`src/rtl/ponte_memoria_dados_pkg.sv`:
```
// ponte_memoria_dados_pkg: shared state encoding, widths and helpers for the data-memory bridge.
package ponte_memoria_dados_pkg;

    localparam logic [1:0] EST_OCIOSO     = 2'd0;
    localparam logic [1:0] EST_REQUISICAO = 2'd1;
    localparam logic [1:0] EST_RESPOSTA   = 2'd2;
    localparam logic [1:0] EST_CONCLUIDO  = 2'd3;

    localparam int LARGURA_BARRAMENTO = 32;
    localparam int LARGURA_CONTADOR   = 8;

    typedef enum logic [1:0] {
        OCIOSO     = EST_OCIOSO,
        REQUISICAO = EST_REQUISICAO,
        RESPOSTA   = EST_RESPOSTA,
        CONCLUIDO  = EST_CONCLUIDO
    } estado_t;

    function automatic logic alinhado(input logic [1:0] lsb);
        return lsb == 2'b00;
    endfunction

endpackage

```
`src/rtl/ponte_memoria_dados_contador_limite.sv`:
```
// contador_limite: up-counter with synchronous clear and enable, flagging when it equals a limit.
module contador_limite
    import ponte_memoria_dados_pkg::*;
#(
    parameter int W = LARGURA_CONTADOR
) (
    input  logic         clk,
    input  logic         rst_n,
    input  logic         limpa_i,
    input  logic         habilita_i,
    input  logic [W-1:0] limite_i,
    output logic         atingiu_o
);

    logic [W-1:0] contagem_q, contagem_d;

    always_comb contagem_d = limpa_i ? '0 : (habilita_i ? contagem_q + 1'b1 : contagem_q);

    always_ff @(posedge clk or negedge rst_n) begin
        if (!rst_n) contagem_q <= '0;
        else        contagem_q <= contagem_d;
    end

    assign atingiu_o = contagem_q == limite_i;

endmodule

```
`src/rtl/ponte_memoria_dados.sv`:
```
// ponte_memoria_dados: bridges the core's single-cycle data-memory port to a valid/ready bus,
// stalling the pipeline until each access completes and flagging misalignment, slave errors and timeouts.
module ponte_memoria_dados
    import ponte_memoria_dados_pkg::*;
#(
    parameter int unsigned TIMEOUT = 255
) (
    input  logic                          clk,
    input  logic                          rst_n,
    input  logic                          le_memoria,
    input  logic                          escreve_memoria,
    input  logic [LARGURA_BARRAMENTO-1:0] endereco,
    input  logic [LARGURA_BARRAMENTO-1:0] dado_escrita,
    output logic [LARGURA_BARRAMENTO-1:0] dado_lido,
    output logic                          parada,
    output logic                          erro_acesso,
    output logic                          bus_req_valid,
    input  logic                          bus_req_ready,
    output logic                          bus_we,
    output logic [LARGURA_BARRAMENTO-1:0] bus_addr,
    output logic [LARGURA_BARRAMENTO-1:0] bus_wdata,
    input  logic                          bus_rsp_valid,
    input  logic                          bus_rsp_err,
    input  logic [LARGURA_BARRAMENTO-1:0] bus_rdata
);

    // RESPOSTA starts with the counter at 0, so matching TIMEOUT-1 gives exactly TIMEOUT cycles there.
    localparam logic [LARGURA_CONTADOR-1:0] LIMITE = LARGURA_CONTADOR'(TIMEOUT - 1);

    estado_t                       estado_q, estado_d;
    logic [LARGURA_BARRAMENTO-1:0] addr_q, addr_d, wdata_q, wdata_d, dado_q, dado_d;
    logic                          we_q, we_d, erro_q, erro_d;
    logic                          acesso, atingiu;

    assign acesso = le_memoria | escreve_memoria;

    contador_limite #(.W(LARGURA_CONTADOR)) u_timeout (
        .clk       (clk),
        .rst_n     (rst_n),
        .limpa_i   (estado_q != RESPOSTA),
        .habilita_i(estado_q == RESPOSTA),
        .limite_i  (LIMITE),
        .atingiu_o (atingiu)
    );

    always_comb begin
        estado_d = estado_q;
        addr_d   = addr_q;
        wdata_d  = wdata_q;
        we_d     = we_q;
        dado_d   = dado_q;
        erro_d   = erro_q;
        unique case (estado_q)
            OCIOSO: begin
                if (acesso && alinhado(endereco[1:0])) begin
                    addr_d   = {endereco[LARGURA_BARRAMENTO-1:2], 2'b00};
                    wdata_d  = dado_escrita;
                    we_d     = escreve_memoria;
                    estado_d = REQUISICAO;
                end else if (acesso) begin
                    erro_d   = 1'b1;
                    dado_d   = escreve_memoria ? dado_q : '0;
                    estado_d = CONCLUIDO;
                end
            end
            REQUISICAO: estado_d = bus_req_ready ? RESPOSTA : REQUISICAO;
            RESPOSTA: begin
                if (bus_rsp_valid) begin
                    erro_d   = bus_rsp_err;
                    dado_d   = we_q ? dado_q : (bus_rsp_err ? '0 : bus_rdata);
                    estado_d = CONCLUIDO;
                end else if (atingiu) begin
                    erro_d   = 1'b1;
                    dado_d   = '0;
                    estado_d = CONCLUIDO;
                end
            end
            CONCLUIDO: begin
                erro_d   = 1'b0;
                estado_d = OCIOSO;
            end
            default: estado_d = OCIOSO;
        endcase
    end

    always_ff @(posedge clk or negedge rst_n) begin
        if (!rst_n) begin
            estado_q <= OCIOSO;
            addr_q   <= '0;
            wdata_q  <= '0;
            we_q     <= 1'b0;
            dado_q   <= '0;
            erro_q   <= 1'b0;
        end else begin
            estado_q <= estado_d;
            addr_q   <= addr_d;
            wdata_q  <= wdata_d;
            we_q     <= we_d;
            dado_q   <= dado_d;
            erro_q   <= erro_d;
        end
    end

    // Valid is decoded from the state so an asynchronous reset drops it at once.
    assign bus_req_valid = estado_q == REQUISICAO;
    assign bus_we        = we_q;
    assign bus_addr      = addr_q;
    assign bus_wdata     = wdata_q;
    assign dado_lido     = dado_q;
    assign parada        = acesso & (estado_q != CONCLUIDO);
    assign erro_acesso   = (estado_q == CONCLUIDO) & erro_q;

endmodule

```
`config.mk`:
```
export PLATFORM = sky130hd
export DESIGN_NAME = ponte_memoria_dados
export DESIGN_NICKNAME = d
export VERILOG_FILES = /design/src/rtl/ponte_memoria_dados_pkg.sv /design/src/rtl/ponte_memoria_dados_contador_limite.sv /design/src/rtl/ponte_memoria_dados.sv
export SDC_FILE = /design/constraint.sdc
export NUM_CORES = 1
export LEC_CHECK = 0
export BUFFER_PORTS_ARGS = -buffer_cell sky130_fd_sc_hd__clkbuf_2
export CAP_MARGIN = 10
export CORE_MARGIN = 2
export CORE_UTILIZATION = 49
export DETAILED_ROUTE_END_ITERATION = 8
export GPL_TIMING_DRIVEN = 0
export HOLD_SLACK_MARGIN = 0.03
export PLACE_DENSITY_LB_ADDON = 0.25
export SLEW_MARGIN = 20
export SYNTH_ARGS = -nofsm -noshare
export SYNTH_HDL_FRONTEND = slang
export SYNTH_SLANG_ARGS = --single-unit
```
`constraint.sdc`:
```
create_clock -name clk -period 3.51 [get_ports clk]
set_clock_uncertainty 0.1 [all_clocks]
set_input_delay 0.1755 -clock clk [delete_from_list [all_inputs] [get_ports clk]]
set_output_delay 0.1755 -clock clk [all_outputs]
set_load 0.1 [all_outputs]
```
## Yosys cells after proc, flatten, opt, wreduce, memory -nomap -nowiden

Cells that the tools add are included.

| cells by class | value |
|---|---|
| $add $sub $neg | 1 |
| mux-type cells | 21 |
| bitwise logic cells | 3 |
| reduce and logical (&&, ||, !) cells | 10 |
| equality and inequality tests | 12 |

Operator list:

| cell | count |
|---|---|
| $mux W32 | 7 |
| $pmux W32 S2 | 1 |
| $mux W8 | 2 |
| $mux W2 | 5 |
| $ne A2 B2 Y1 const B | 5 |
| $ne A3 B3 Y1 const B | 3 |
| $add A8 B1 Y8 const B | 1 |
| $eq A8 B8 Y1 const B | 1 |
| $pmux W2 S4 | 1 |
| $reduce_and A6 Y1 | 1 |
| $eq A2 B2 Y1 const B | 2 |
| $logic_not A2 Y1 | 2 |
| $mux W1 | 4 |
| $reduce_and A2 Y1 | 2 |
| $reduce_and A4 Y1 | 1 |
| $reduce_bool A2 Y1 | 2 |
| $pmux W1 S3 | 1 |
| $reduce_bool A3 Y1 | 1 |
| $and A1 B1 Y1 | 2 |
| $eq A2 B1 Y1 const B | 1 |
| $logic_and A1 B1 Y1 | 1 |
| $or A1 B1 Y1 | 1 |

| word-level totals | value |
|---|---|
| input port bits | 103 |
| register bits after elaboration | 106 |

## Logic depth before layout (Yosys ltp)

| logic depth | value |
|---|---|
| depth after elaboration | 4 |
| depth in mapped cells | 7 |
| gate-level depth less buffers | 5 |

## Cells and area by module

From an unflattened synthesis, not the netlist that was laid out.

| second synthesis, totals | value |
|---|---|
| cell total of the unflattened synthesis | 282 |
| area total of the unflattened synthesis | 4226.6 um^2 |

By module, submodules not included:

| module | area an instance (um^2) | cells each | sequential area each (um^2) | instances |
|---|---|---|---|---|
| ponte_memoria_dados | 3761.1 | 235 | 2452.4 | 1 |
| contador_limite | 465.4 | 47 | 200.2 | 1 |

## Worst setup path before layout

Ideal clock, no wire load.

| timing | value |
|---|---|
| path type | register to output |
| start point | register estado_q[0] |
| end point | output parada |
| arrival time | 1982 ps |
| cell stages (with the launch flop) | 3 |
| required time | 3234 ps |
| setup slack | 1252 ps |
| cell sequence | dfrtp_1 > buf_2 > a21oi_1 |

| between the ends | value |
|---|---|
| cells in the longest elaborated chain, start to end | 2 |

RTL lines:

| element | line | source |
|---|---|---|
| from (decl) | ponte_memoria_dados.sv:30 | `estado_t estado_q, estado_d;` |
| from (signal assigned) | ponte_memoria_dados.sv:95 | `estado_q <= estado_d;` |
| $ne A2 B2 Y1 | ponte_memoria_dados.sv:110 | `assign parada = acesso & (estado_q != CONCLUIDO);` |
| $and A1 B1 Y1 | ponte_memoria_dados.sv:110 |  |
| to (decl) | ponte_memoria_dados.sv:15 | `output logic parada,` |

No other way between the ends.

## Final worst setup path

| timing | value |
|---|---|
| start point | register estado_q[1] |
| end point | register wdata_q[24] (netlist: bus_wdata[24]) |

| between the ends | value |
|---|---|
| cells in the longest elaborated chain, start to end | 2 |

RTL lines:

| element | line | source |
|---|---|---|
| $logic_not A2 Y1 | ponte_memoria_dados.sv:53 | `unique case (estado_q)` |
| $reduce_and A2 Y1 (no line) | n/a |  |
| to (signal assigned) | ponte_memoria_dados.sv:97 | `wdata_q <= wdata_d;` |
| to (decl) | ponte_memoria_dados.sv:31 | `logic [LARGURA_BARRAMENTO-1:0] addr_q, addr_d, wdata_q, wdata_d, dado_q, dado_d;` |

No other way between the ends.
A chain may end at the register's enable or synchronous reset.

==> reports/summary.log <==
INFO  outcome        run_status=finished clean
INFO  timing         clock.fmax=433MHz
INFO  logic_synthesis edff_count_synth=0
INFO  worst_setup_path worstReg2RegStart=estado_q[1]
INFO  timing         number_of_slew_limit_violations_in_the_final_report=0
INFO  logic_synthesis post_synth_main_area_contributors=sky130_fd_sc_hd__dfrtp_1 65%, sky130_fd_sc_hd__mux2_2 9.4%, sky130_fd_sc_hd__mux2_1 7.7%, sky130_fd_sc_hd__a22o_1 6.9%, sky130_fd_sc_hd__buf_8 1.1%
INFO  logic_synthesis netlist_instances=270
INFO  logic_synthesis dominantRegCellSynth=sky130_fd_sc_hd__dfrtp_1
INFO  clock_network  tritoncts_num_sinks=106
INFO  worst_setup_path worst_ep_required_time=3660ps
INFO  grt            initial_antenna_violation_count=0
INFO  timing         layout_min_cycle_time=2310ps
INFO  worst_setup_path peak_fanout_along_the_critical_path=10
INFO  logic_synthesis post_synth_instance_area=4090squm
INFO  routing        drtPass1Iterations=4
INFO  timing         setup_violations=0
INFO  logic_synthesis ys_warn_count=0
INFO  grt            grt_max_degree=55
INFO  clock_network  worstSkewPairLatency=360ps
INFO  clock_network  cts_max_path_buffers=2
INFO  logic_synthesis synthArstFlopShare=1.00
INFO  clock_network  htree_num_levels=3
INFO  worst_setup_path launching_element_type_of_the_critical_path=flip-flop
INFO  timing         timing_worst_slew_pin_value=1020ps
INFO  timing         fin_hold_ws=66.5ps
INFO  worst_setup_path critPathSlowestCell=sky130_fd_sc_hd__o21ai_1
INFO  worst_setup_path critical_path_class=flip-flop to flip-flop
INFO  floorplan      die_y=95.4um
INFO  clock_network  clock_tree_from_tritoncts=built
INFO  final_layout   antennaDiodeCount=0
INFO  floorplan      floorplan.die.width=95.4um
INFO  logic_synthesis synth.yosys.seq_area_share=0.648
INFO  floorplan      floorplan.die_area=9100squm
INFO  flow_run       max-cap-violations=0
INFO  timing         timing.max_slew.rel_slack=0.314
INFO  clock_network  post_cts_resize_count=0
INFO  routing        routed_wl=11.2mm
INFO  routing        drc=0
INFO  logic_synthesis flop_and_latch_count_out_of_synthesis=106
INFO  placed_design  gp_congestion=0.762
INFO  clock_network  worst_setup_hold_path_clk_slew=100ps
INFO  min_path       holdCritStartpoint=escreve_memoria
INFO  floorplan      row_count=33
INFO  timing         final.setup.tns=0ps
INFO  worst_setup_path worstPathArrival=2460ps
INFO  logic_synthesis yosysUniqueCellTypes=34
INFO  floorplan      floorplan.initialDensity=0.503
INFO  placed_design  dp_hpwl=6.88mm
INFO  routing        antenna_violating_nets_post_route=0
INFO  logic_synthesis synthesis.area_per_instance=15.2squm
INFO  placed_design  port-buffer-count=200
INFO  worst_setup_path critPathLaunch=estado_q[1]
INFO  timing         final-hold-violation-count=0
INFO  routing        detailedRoute.firstIterationViolations=125
INFO  worst_setup_path crit_path_largest_cell_delay=540ps
INFO  final_layout   synth_to_final_area_change=58.8%
INFO  min_path       min-delay-path-class=input port to flip-flop
INFO  clock_network  numCtsBuffers=9
INFO  routing        detailroute.via_count=3,420
INFO  worst_setup_path worst_setup_path_end_kind=flip-flop
INFO  timing         setup_repair_after_global_routing_missed_its_margin=no
INFO  grt            globalRouteOverflowTotal=0
INFO  logic_synthesis synth_top_area_frac=0.648
INFO  final_layout   post_route_cells_drive_above_1_share=0.459
INFO  floorplan      floorplan.core_area=8130squm
INFO  final_layout   final_net_count=684
INFO  timing         finalCritPeriodShare=0.658
INFO  grt            grt_usage=0.252
INFO  worst_setup_path worstPathCellList=buf_2 > nor4_1 > o21ai_1 > clkbuf_1 > mux2_2
INFO  grt            via_count_of_the_first_global_routing_pass=3,653
INFO  routing        post_drt_wl_per_cell=16.3um
INFO  floorplan      pin_count=203
INFO  clock_network  clock_tree.root_cell=sky130_fd_sc_hd__clkbuf_8
INFO  grt            grt_pass1_wl=17.4mm
INFO  logic_synthesis synth_largest_area_cell=sky130_fd_sc_hd__dfrtp_1
INFO  routing        vias_per_cell=4.96
cell type report:
type,instances,area (sq um)
sequential,106,2650
timing repair buffer,297,2000
fill,498,1640
multi-input combinational,144,1310
clock inverter,7,149
tap,105,131
buffer,18,125
clock buffer,9,124
inverter,3,11.3
registers in the layout, indices dropped and copies added, names as in the netlist:
name	count
erro_q	1
bus_wdata	32
estado_q	2
dado_lido	32
bus_we	1
u_timeout.contagem_q	8
bus_addr	30
stage by stage:
step | utilization | setup slack, ps | instance area (sq um) | std cells
after floorplan | - | 1250 | 4100 | 271
after detailed placement | 0.647 | 1210 | 5260 | 577
after global placement | 0.643 | 819 | 5230 | 576
final | 0.799 | 1200 | 6500 | 689
after global routing | 0.799 | 1050 | 6500 | 689
after CTS | 0.799 | 1180 | 6500 | 689
worst max-delay path: cells and delay by family (launching register included):
kind / cells / cell delay [ps]
multiplexers: 1 / 410
flip-flops: 1 / 360
AND/OR/NAND/NOR: 1 / 70
AO/OA/AOI/OAI: 1 / 540
buffers and inverters: 2 / 710
cells in the mapped netlist, types with 2 or more instances:
cell	instances
sky130_fd_sc_hd__dfrtp_1	106
sky130_fd_sc_hd__mux2_2	34
sky130_fd_sc_hd__a22o_1	32
sky130_fd_sc_hd__mux2_1	28
sky130_fd_sc_hd__nor2_1	10
sky130_fd_sc_hd__buf_2	7
sky130_fd_sc_hd__clkbuf_1	5
sky130_fd_sc_hd__xor2_1	5
sky130_fd_sc_hd__nand3_1	4
sky130_fd_sc_hd__o21ai_0	4
sky130_fd_sc_hd__buf_8	3
sky130_fd_sc_hd__inv_1	3
sky130_fd_sc_hd__nand2_1	3
sky130_fd_sc_hd__nand2b_1	3
sky130_fd_sc_hd__buf_4	2
sky130_fd_sc_hd__ha_1	2
sky130_fd_sc_hd__nor3_1	2
layout by cell type (no fill, tap or decap), drive strengths merged, types with 3 or more instances in the layout:
| master | Yosys | final |
|---|---|---|
| o21ai | 5 | 5 |
| a22o | 32 | 32 |
| nand2 | 3 | 3 |
| xor2 | 5 | 5 |
| inv | 3 | 4 |
| nor2 | 10 | 10 |
| dfrtp | 106 | 106 |
| nand3 | 4 | 4 |
| dlygate4sd3 | 0 | 96 |
| nand2b | 3 | 3 |
| buf | 13 | 14 |
| bufinv | 0 | 4 |
| mux2 | 62 | 62 |
| clkbuf | 5 | 214 |
cell families (layout without fill, tap and decap cells):
family / after synthesis / after routing / synth area share
AOI/OAI and AO/OA: 42 / 42 / 0.0887
xor gates and xnor gates: 6 / 6 / 0.0128
adders and majority gates: 2 / 2 / 0.00612
buffers and inverters: 21 / 334 / 0.0333
DFF: 106 / 106 / 0.648
muxes: 62 / 62 / 0.171
other: 1 / 2 / 0.000917
and+or+nand+nor: 30 / 30 / 0.0392
per-layer routing:
| layer | vias up | share of wire | global-route usage |
|---|---|---|---|
| li1 | 1577 | - | - |
| met1 | 1697 | 0.38 | 0.278 |
| met2 | 123 | 0.54 | 0.467 |
| met3 | 23 | 0.056 | 0.0545 |
| met4 | 0 | 0.025 | 0.110 |
| met5 | - | 0 | 0 |
worst paths after layout:
check / cells past startpoint / slack, ps / end
worst max register to register: 5 / 1200 / bus_wdata[24]
worst min register to register: 1 / 390 / erro_q
worst min-delay path: 3 / 70 / bus_we
min in group asynchronous: 2 / 210 / bus_addr[31]
max in group asynchronous: 3 / 2480 / bus_addr[29]
worst max-delay path: 5 / 1200 / bus_wdata[24]
timing repair:
| action | in CTS | in global routing |
|---|---|---|
| endpoints found under the hold margin | 148 | 0 |
| hold buffers | 96 | 0 |
| setup buffers | 0 | 0 |
Power is left out: the tool's default activity adds up to more than one toggle a clock period on the data nets, which glitch-free logic cannot reach.
